**config.mk**
```make
export PLATFORM = sky130hd
export DESIGN_NAME = demux4_dispatch_flat
export DESIGN_NICKNAME = d
export VERILOG_FILES = /design/src/rtl/demux4_dispatch_if.sv /design/src/rtl/demux4_dispatch.sv /design/src/flat_wrapper.sv
export SDC_FILE = /design/constraint.sdc
export NUM_CORES = 1
export LEC_CHECK = 0
export CAP_MARGIN = 20
export CORE_MARGIN = 2
export CORE_UTILIZATION = 30
export DETAILED_ROUTE_END_ITERATION = 16
export PLACE_DENSITY = 0.64
export SYNTH_ARGS = -nofsm -noshare
export SYNTH_HDL_FRONTEND = slang
export SYNTH_SLANG_ARGS = --single-unit
export TNS_END_PERCENT = 1
```
**constraint.sdc**
```tcl
create_clock -name clk -period 2.16 [get_ports clk]
set_clock_uncertainty 0.1 [all_clocks]
set_input_delay 0.324 -clock clk [delete_from_list [all_inputs] [get_ports clk]]
set_output_delay 0.324 -clock clk [all_outputs]
set_load 0.005 [all_outputs]
```
**src/rtl/demux4_dispatch_if.sv**
```systemverilog
// Handshake bundle for demux4_dispatch: one producer-side word stream in,
// four consumer channels out, plus round-robin and transfer-count status.
interface demux4_dispatch_if #(
  parameter int WIDTH = 8
);
  logic             in_valid;
  logic [WIDTH-1:0] in_data;
  logic [1:0]       in_sel;
  logic             rr_mode;
  logic             in_ready;
  logic [3:0]       out_valid;
  logic [WIDTH-1:0] out_data0;
  logic [WIDTH-1:0] out_data1;
  logic [WIDTH-1:0] out_data2;
  logic [WIDTH-1:0] out_data3;
  logic [3:0]       out_ready;
  logic [1:0]       rr_ptr;
  logic [15:0]      xfer_count;

  modport master (
    output in_valid, in_data, in_sel, rr_mode, out_ready,
    input  in_ready, out_valid, out_data0, out_data1, out_data2, out_data3,
           rr_ptr, xfer_count
  );

  modport slave (
    input  in_valid, in_data, in_sel, rr_mode, out_ready,
    output in_ready, out_valid, out_data0, out_data1, out_data2, out_data3,
           rr_ptr, xfer_count
  );
endinterface

```
**src/rtl/demux4_dispatch.sv**
```systemverilog
// One-to-four dispatcher: each accepted word lands in a single-entry holding
// register of the channel chosen by in_sel or by the round-robin pointer.
module demux4_dispatch #(
  parameter int WIDTH = 8
) (
  input logic               clk,
  input logic               rst_n,
  demux4_dispatch_if.slave  bus
);

  logic [3:0]       out_valid_q, out_valid_d;
  logic [WIDTH-1:0] data_q [4];
  logic [WIDTH-1:0] data_d [4];
  logic [1:0]       rr_ptr_q, rr_ptr_d;
  logic [15:0]      xfer_count_q, xfer_count_d;

  logic [1:0] target;
  logic       accept;

  // A full channel that is draining this cycle can still take a new word.
  assign target       = bus.rr_mode ? rr_ptr_q : bus.in_sel;
  assign bus.in_ready = ~out_valid_q[target] | bus.out_ready[target];
  assign accept       = bus.in_valid & bus.in_ready;

  always_comb begin
    out_valid_d  = out_valid_q & ~bus.out_ready;
    data_d       = data_q;
    rr_ptr_d     = rr_ptr_q;
    xfer_count_d = xfer_count_q;
    if (accept) begin
      out_valid_d[target] = 1'b1;
      data_d[target]      = bus.in_data;
      xfer_count_d        = xfer_count_q + 16'd1;
      if (bus.rr_mode) begin
        rr_ptr_d = rr_ptr_q + 2'd1;
      end
    end
  end

  always_ff @(posedge clk or negedge rst_n) begin
    if (!rst_n) begin
      out_valid_q  <= '0;
      data_q       <= '{default: '0};
      rr_ptr_q     <= '0;
      xfer_count_q <= '0;
    end else begin
      out_valid_q  <= out_valid_d;
      data_q       <= data_d;
      rr_ptr_q     <= rr_ptr_d;
      xfer_count_q <= xfer_count_d;
    end
  end

  assign bus.out_valid  = out_valid_q;
  assign bus.out_data0  = data_q[0];
  assign bus.out_data1  = data_q[1];
  assign bus.out_data2  = data_q[2];
  assign bus.out_data3  = data_q[3];
  assign bus.rr_ptr     = rr_ptr_q;
  assign bus.xfer_count = xfer_count_q;

endmodule
```
**src/flat_wrapper.sv**
```systemverilog
// flat-port wrapper written by rule: the top's interface ports become plain ports
module demux4_dispatch_flat 
#(
  parameter int WIDTH = 8
)
  (clk, rst_n, bus_in_valid, bus_in_data, bus_in_sel, bus_rr_mode, bus_out_ready, bus_in_ready, bus_out_valid, bus_out_data0, bus_out_data1, bus_out_data2, bus_out_data3, bus_rr_ptr, bus_xfer_count);
  demux4_dispatch_if #(.WIDTH(WIDTH)) bus_i ();
  input logic clk;
  input logic rst_n;
  input wire logic [$bits(bus_i.in_valid)-1:0] bus_in_valid;
  input wire logic [$bits(bus_i.in_data)-1:0] bus_in_data;
  input wire logic [$bits(bus_i.in_sel)-1:0] bus_in_sel;
  input wire logic [$bits(bus_i.rr_mode)-1:0] bus_rr_mode;
  input wire logic [$bits(bus_i.out_ready)-1:0] bus_out_ready;
  output wire logic [$bits(bus_i.in_ready)-1:0] bus_in_ready;
  output wire logic [$bits(bus_i.out_valid)-1:0] bus_out_valid;
  output wire logic [$bits(bus_i.out_data0)-1:0] bus_out_data0;
  output wire logic [$bits(bus_i.out_data1)-1:0] bus_out_data1;
  output wire logic [$bits(bus_i.out_data2)-1:0] bus_out_data2;
  output wire logic [$bits(bus_i.out_data3)-1:0] bus_out_data3;
  output wire logic [$bits(bus_i.rr_ptr)-1:0] bus_rr_ptr;
  output wire logic [$bits(bus_i.xfer_count)-1:0] bus_xfer_count;
  assign bus_i.in_valid = bus_in_valid;
  assign bus_i.in_data = bus_in_data;
  assign bus_i.in_sel = bus_in_sel;
  assign bus_i.rr_mode = bus_rr_mode;
  assign bus_i.out_ready = bus_out_ready;
  assign bus_in_ready = bus_i.in_ready;
  assign bus_out_valid = bus_i.out_valid;
  assign bus_out_data0 = bus_i.out_data0;
  assign bus_out_data1 = bus_i.out_data1;
  assign bus_out_data2 = bus_i.out_data2;
  assign bus_out_data3 = bus_i.out_data3;
  assign bus_rr_ptr = bus_i.rr_ptr;
  assign bus_xfer_count = bus_i.xfer_count;
  demux4_dispatch #(.WIDTH(WIDTH)) u_core (.clk(clk), .rst_n(rst_n), .bus(bus_i));
endmodule
```
==> metrics.md <==
| Metric | Value |
|---|---|
| Final antenna-violating net count | `0` |
| RSZ-0062 raised after global routing | `false` |
| Critical path fanouts, max | `3` |
| Hold path start | `u_core.bus.xfer_count[15]$_DFFE_PN0P_` |
| First-pass GRT wire length | `8780 um` |
| Post-synthesis cell area | `2240 um2` |
| DR iter-0 viols | `61` |
| Final min period | `2.03 ns` |
| PwrDens | `1190 nW/um2` |
| Die X-Extent | `90.5 um` |
| DRC | `0` |
| CP required | `1.74 ns` |
| Clock power frac | `0.147` |
| Yosys reg bits | `54` |
| Clock Latency Late Sink | `0.30 ns` |
| Cell count of the worst reg-to-reg path | `5` |
| Routed WL | `5180 um` |
| Seq/Total Area, Yosys | `0.602` |
| Clock root cell | `clkbuf_8` |
| Top cell type's share of synthesized area | `0.602` |
| GRT Residual Overflow | `0` |
| Cell count after placement | `350` |
| Setup bufs post-CTS | `0` |
| FP Rows | `31` |
| Least-Margin Pin Slew | `0.574 ns` |
| Relative slew margins | `0.617` |
| Worst-path cell chain | `clkdlybuf4s50_1 > mux2i_4 > mux2i_2 > mux2i_1 > dlygate4sd2_1` |
| Initial core utilization | `0.309` |
| Std-Cell Core Area | `7250 um2` |
| Num CTS Buffers | `5` |
| CP delay by family, top | `buffers and inverters` |
| Layout Utilization | `0.460` |
| Seq pwr share | `0.430` |
| Mapped Avg Cell Area | `14.1 um2` |
| Die Ht | `90.5 um` |
| Max Fclk | `493 MHz` |
| # setup viols final | `0` |
| RR Startpoint | `u_core.bus.rr_ptr[1]$_DFFE_PN0P_` |
| Setup_tns | `0 ns` |
| Detailed Routing Iterations Pass 1 | `4` |
| Leading area contributor after synthesis | `dfrtp_1` |
| Ratio of cells with drive above 1 in the final layout | `0.258` |
| GRT Util Overall | `0.135` |
| Die ar. | `8190 um2` |
| Initial antenna violation count | `0` |
| CP Data Arrival Time | `1.61 ns` |
| Startpoint type of the worst setup path | `input pin` |
| Max-Cap Viols | `0` |
| CP bufs+invs | `2` |
| Hold Path Depth | `1` |
| Crit. End Element | `primary output` |
| Slowest CP cell | `clkdlybuf4s50_1` |
| Peak VDD IR | `0.495 mV` |
| Detail Placement HPWL | `3910 um` |
| CP peak stage delay | `0.44 ns` |
| Synth-to-layout area growth | `48.7%` |
| Pin count of the biggest net entering global routing | `26` |
| Synth cell types | `21` |
| Vias in the first global route | `1648` |
| Mapped Nets | `178` |
| DR vias | `1622` |
| CTS max path bufs | `2` |
| H-tree Lvls | `2` |
| Top post-synthesis cells by area | `dfrtp_1 60%, mux2_2 17%, xnor2_1 5.5%, nand4_1 2.5%, nand2_1 2.2%` |
| Fin. Hold Viols | `0` |
| Status | `complete, no violations` |
| Critical path type | `in -> out` |
| Nets | `278` |
| Worst hold slack | `0.374 ns` |
| HP Class | `reg -> reg` |
| Final Non-Filler Cells | `359` |
| Comb power frac | `0.423` |
| PortBufs | `72` |
| Switching Share | `0.284` |
| Psw | `0.00113 W` |
| CTS tree | `yes` |
| Gpl congestion | `0.807` |
| Final slew viol count | `0` |
| RR Endpoint | `u_core.bus.xfer_count[1]$_DFFE_PN0P_` |
| Flop2flop setup slack | `0.39 ns` |
| Post-Syn Instances | `159` |
| # IOs | `73` |
| Routed wire per std cell | `14.4 um` |
| Clock sinks | `54` |
| Via density | `4.52` |
| ANT cells | `0` |
| Synth warn | `0` |
| Fin crit share | `0.940` |
| Worst Hold End | `u_core.bus.xfer_count[15]$_DFFE_PN0P_` |
| Clock transition at path regs | `0.09 ns` |
| P_leak | `1.41 nW` |
| Int Power | `0.00284 W` |
worst max-delay path by stage:
| stage | start | end | depth (start not counted) |
|---|---|---|---|
| final | bus_in_sel[1] | bus_in_ready | 5 |
| after global routing | u_core.bus.rr_ptr[1]$_DFFE_PN0P_ | bus_in_ready | 4 |
| after CTS | bus_in_sel[1] | bus_in_ready | 5 |
| after detailed placement | bus_rr_mode | bus_in_ready | 5 |
| after global placement | bus_rr_mode | bus_in_ready | 5 |
| after floorplan | u_core.bus.rr_ptr[1]$_DFFE_PN0P_ | u_core.bus.xfer_count[5]$_DFFE_PN0P_ | 5 |
stage by stage:
step | power, W | setup WS, ns | area [um2]
2_1_floorplan | 0.00228 | 0.448 | 2240
3_3_place_gp | 0.00339 | -0.262 | 3240
3_5_place_dp | 0.00343 | -0.292 | 3240
4_1_cts | 0.00403 | 0.114 | 3340
5_1_grt | 0.00422 | 0.0182 | 3340
6_report | 0.00396 | 0.130 | 3340
metal layers:
metal / GRT usage / part of all wire
met3: 0.0484 / 0.051
met5: 0 / 0
met4: 0.0269 / 0.0075
met1: 0.176 / 0.44
met2: 0.217 / 0.50
cell type report:
class / count / area, um2
Fill cell: 689 / 3920
Clock buffer: 7 / 86.3
Tap cell: 99 / 124
Sequential cell: 54 / 1350
Clock inverter: 1 / 5.00
Multi-Input combinational cell: 104 / 890
Timing Repair Buffer: 94 / 881
what timing repair did:
item                                    4_1_cts  5_1_grt
endpoints found under the setup margin        1        0
hold buffers                                  1        0
endpoints found under the hold margin        23        0
gates resized for setup                       2        0
synthesized netlist by cell type:
| cell | instances |
|---|---|
| mux2i_2 | 2 |
| and2_1 | 1 |
| o22ai_4 | 1 |
| nand3_1 | 7 |
| nand4_1 | 9 |
| xor2_1 | 3 |
| nand4b_1 | 2 |
| mux2_1 | 1 |
| nand2b_1 | 4 |
| o22ai_2 | 1 |
| mux2_2 | 33 |
| mux2i_4 | 1 |
| nor2_1 | 4 |
| mux2i_1 | 2 |
| ha_1 | 1 |
| dfrtp_1 | 54 |
| and3_1 | 2 |
| clkbuf_1 | 1 |
| and4_1 | 3 |
| xnor2_1 | 14 |
| nand2_1 | 13 |
registers in the layout (all words and copies together) (netlist names):
signal                 cells
u_core.bus.out_data2       8
u_core.bus.out_data0       8
u_core.bus.rr_ptr          2
u_core.bus.out_data1       8
u_core.bus.xfer_count     16
u_core.bus.out_valid       4
u_core.bus.out_data3       8
power by group through the flow:
stage	combinational, W	clock [W]	sequential [W]
2_1_floorplan	0.000573	0	0.00171
3_3_place_gp	0.00167	0	0.00172
3_5_place_dp	0.00171	0	0.00172
4_1_cts	0.00171	0.000604	0.00171
5_1_grt	0.00180	0.000649	0.00177
6_report	0.00168	0.000581	0.00170
cells in the final DEF (no fill, tap or decap), drive strengths merged, types with 3 or more instances in the layout:
cell type      instances
mux2                  34
nand2b                 4
clkbuf                 7
nand2                 13
and4                   3
nand3                  7
xnor2                 14
buf                   22
mux2i                  5
nor2                   4
clkdlybuf4s50         69
xor2                   3
nand4                  9
dfrtp                 54
cell families (layout without fill, tap and decap cells):
group | count (synthesis) | after routing | share of synthesized area
XOR/XNOR | 17 | 17 | 0.0663
buffers and inverters | 1 | 102 | 0.00167
adder cells (fa/ha/maj) | 1 | 1 | 0.00557
AND/OR/NAND/NOR | 45 | 45 | 0.108
multiplexers | 39 | 39 | 0.202
flip-flops | 54 | 54 | 0.602
AO/OA/AOI/OAI | 2 | 2 | 0.0145
No activity file was read; power rests on OpenSTA's default activity.
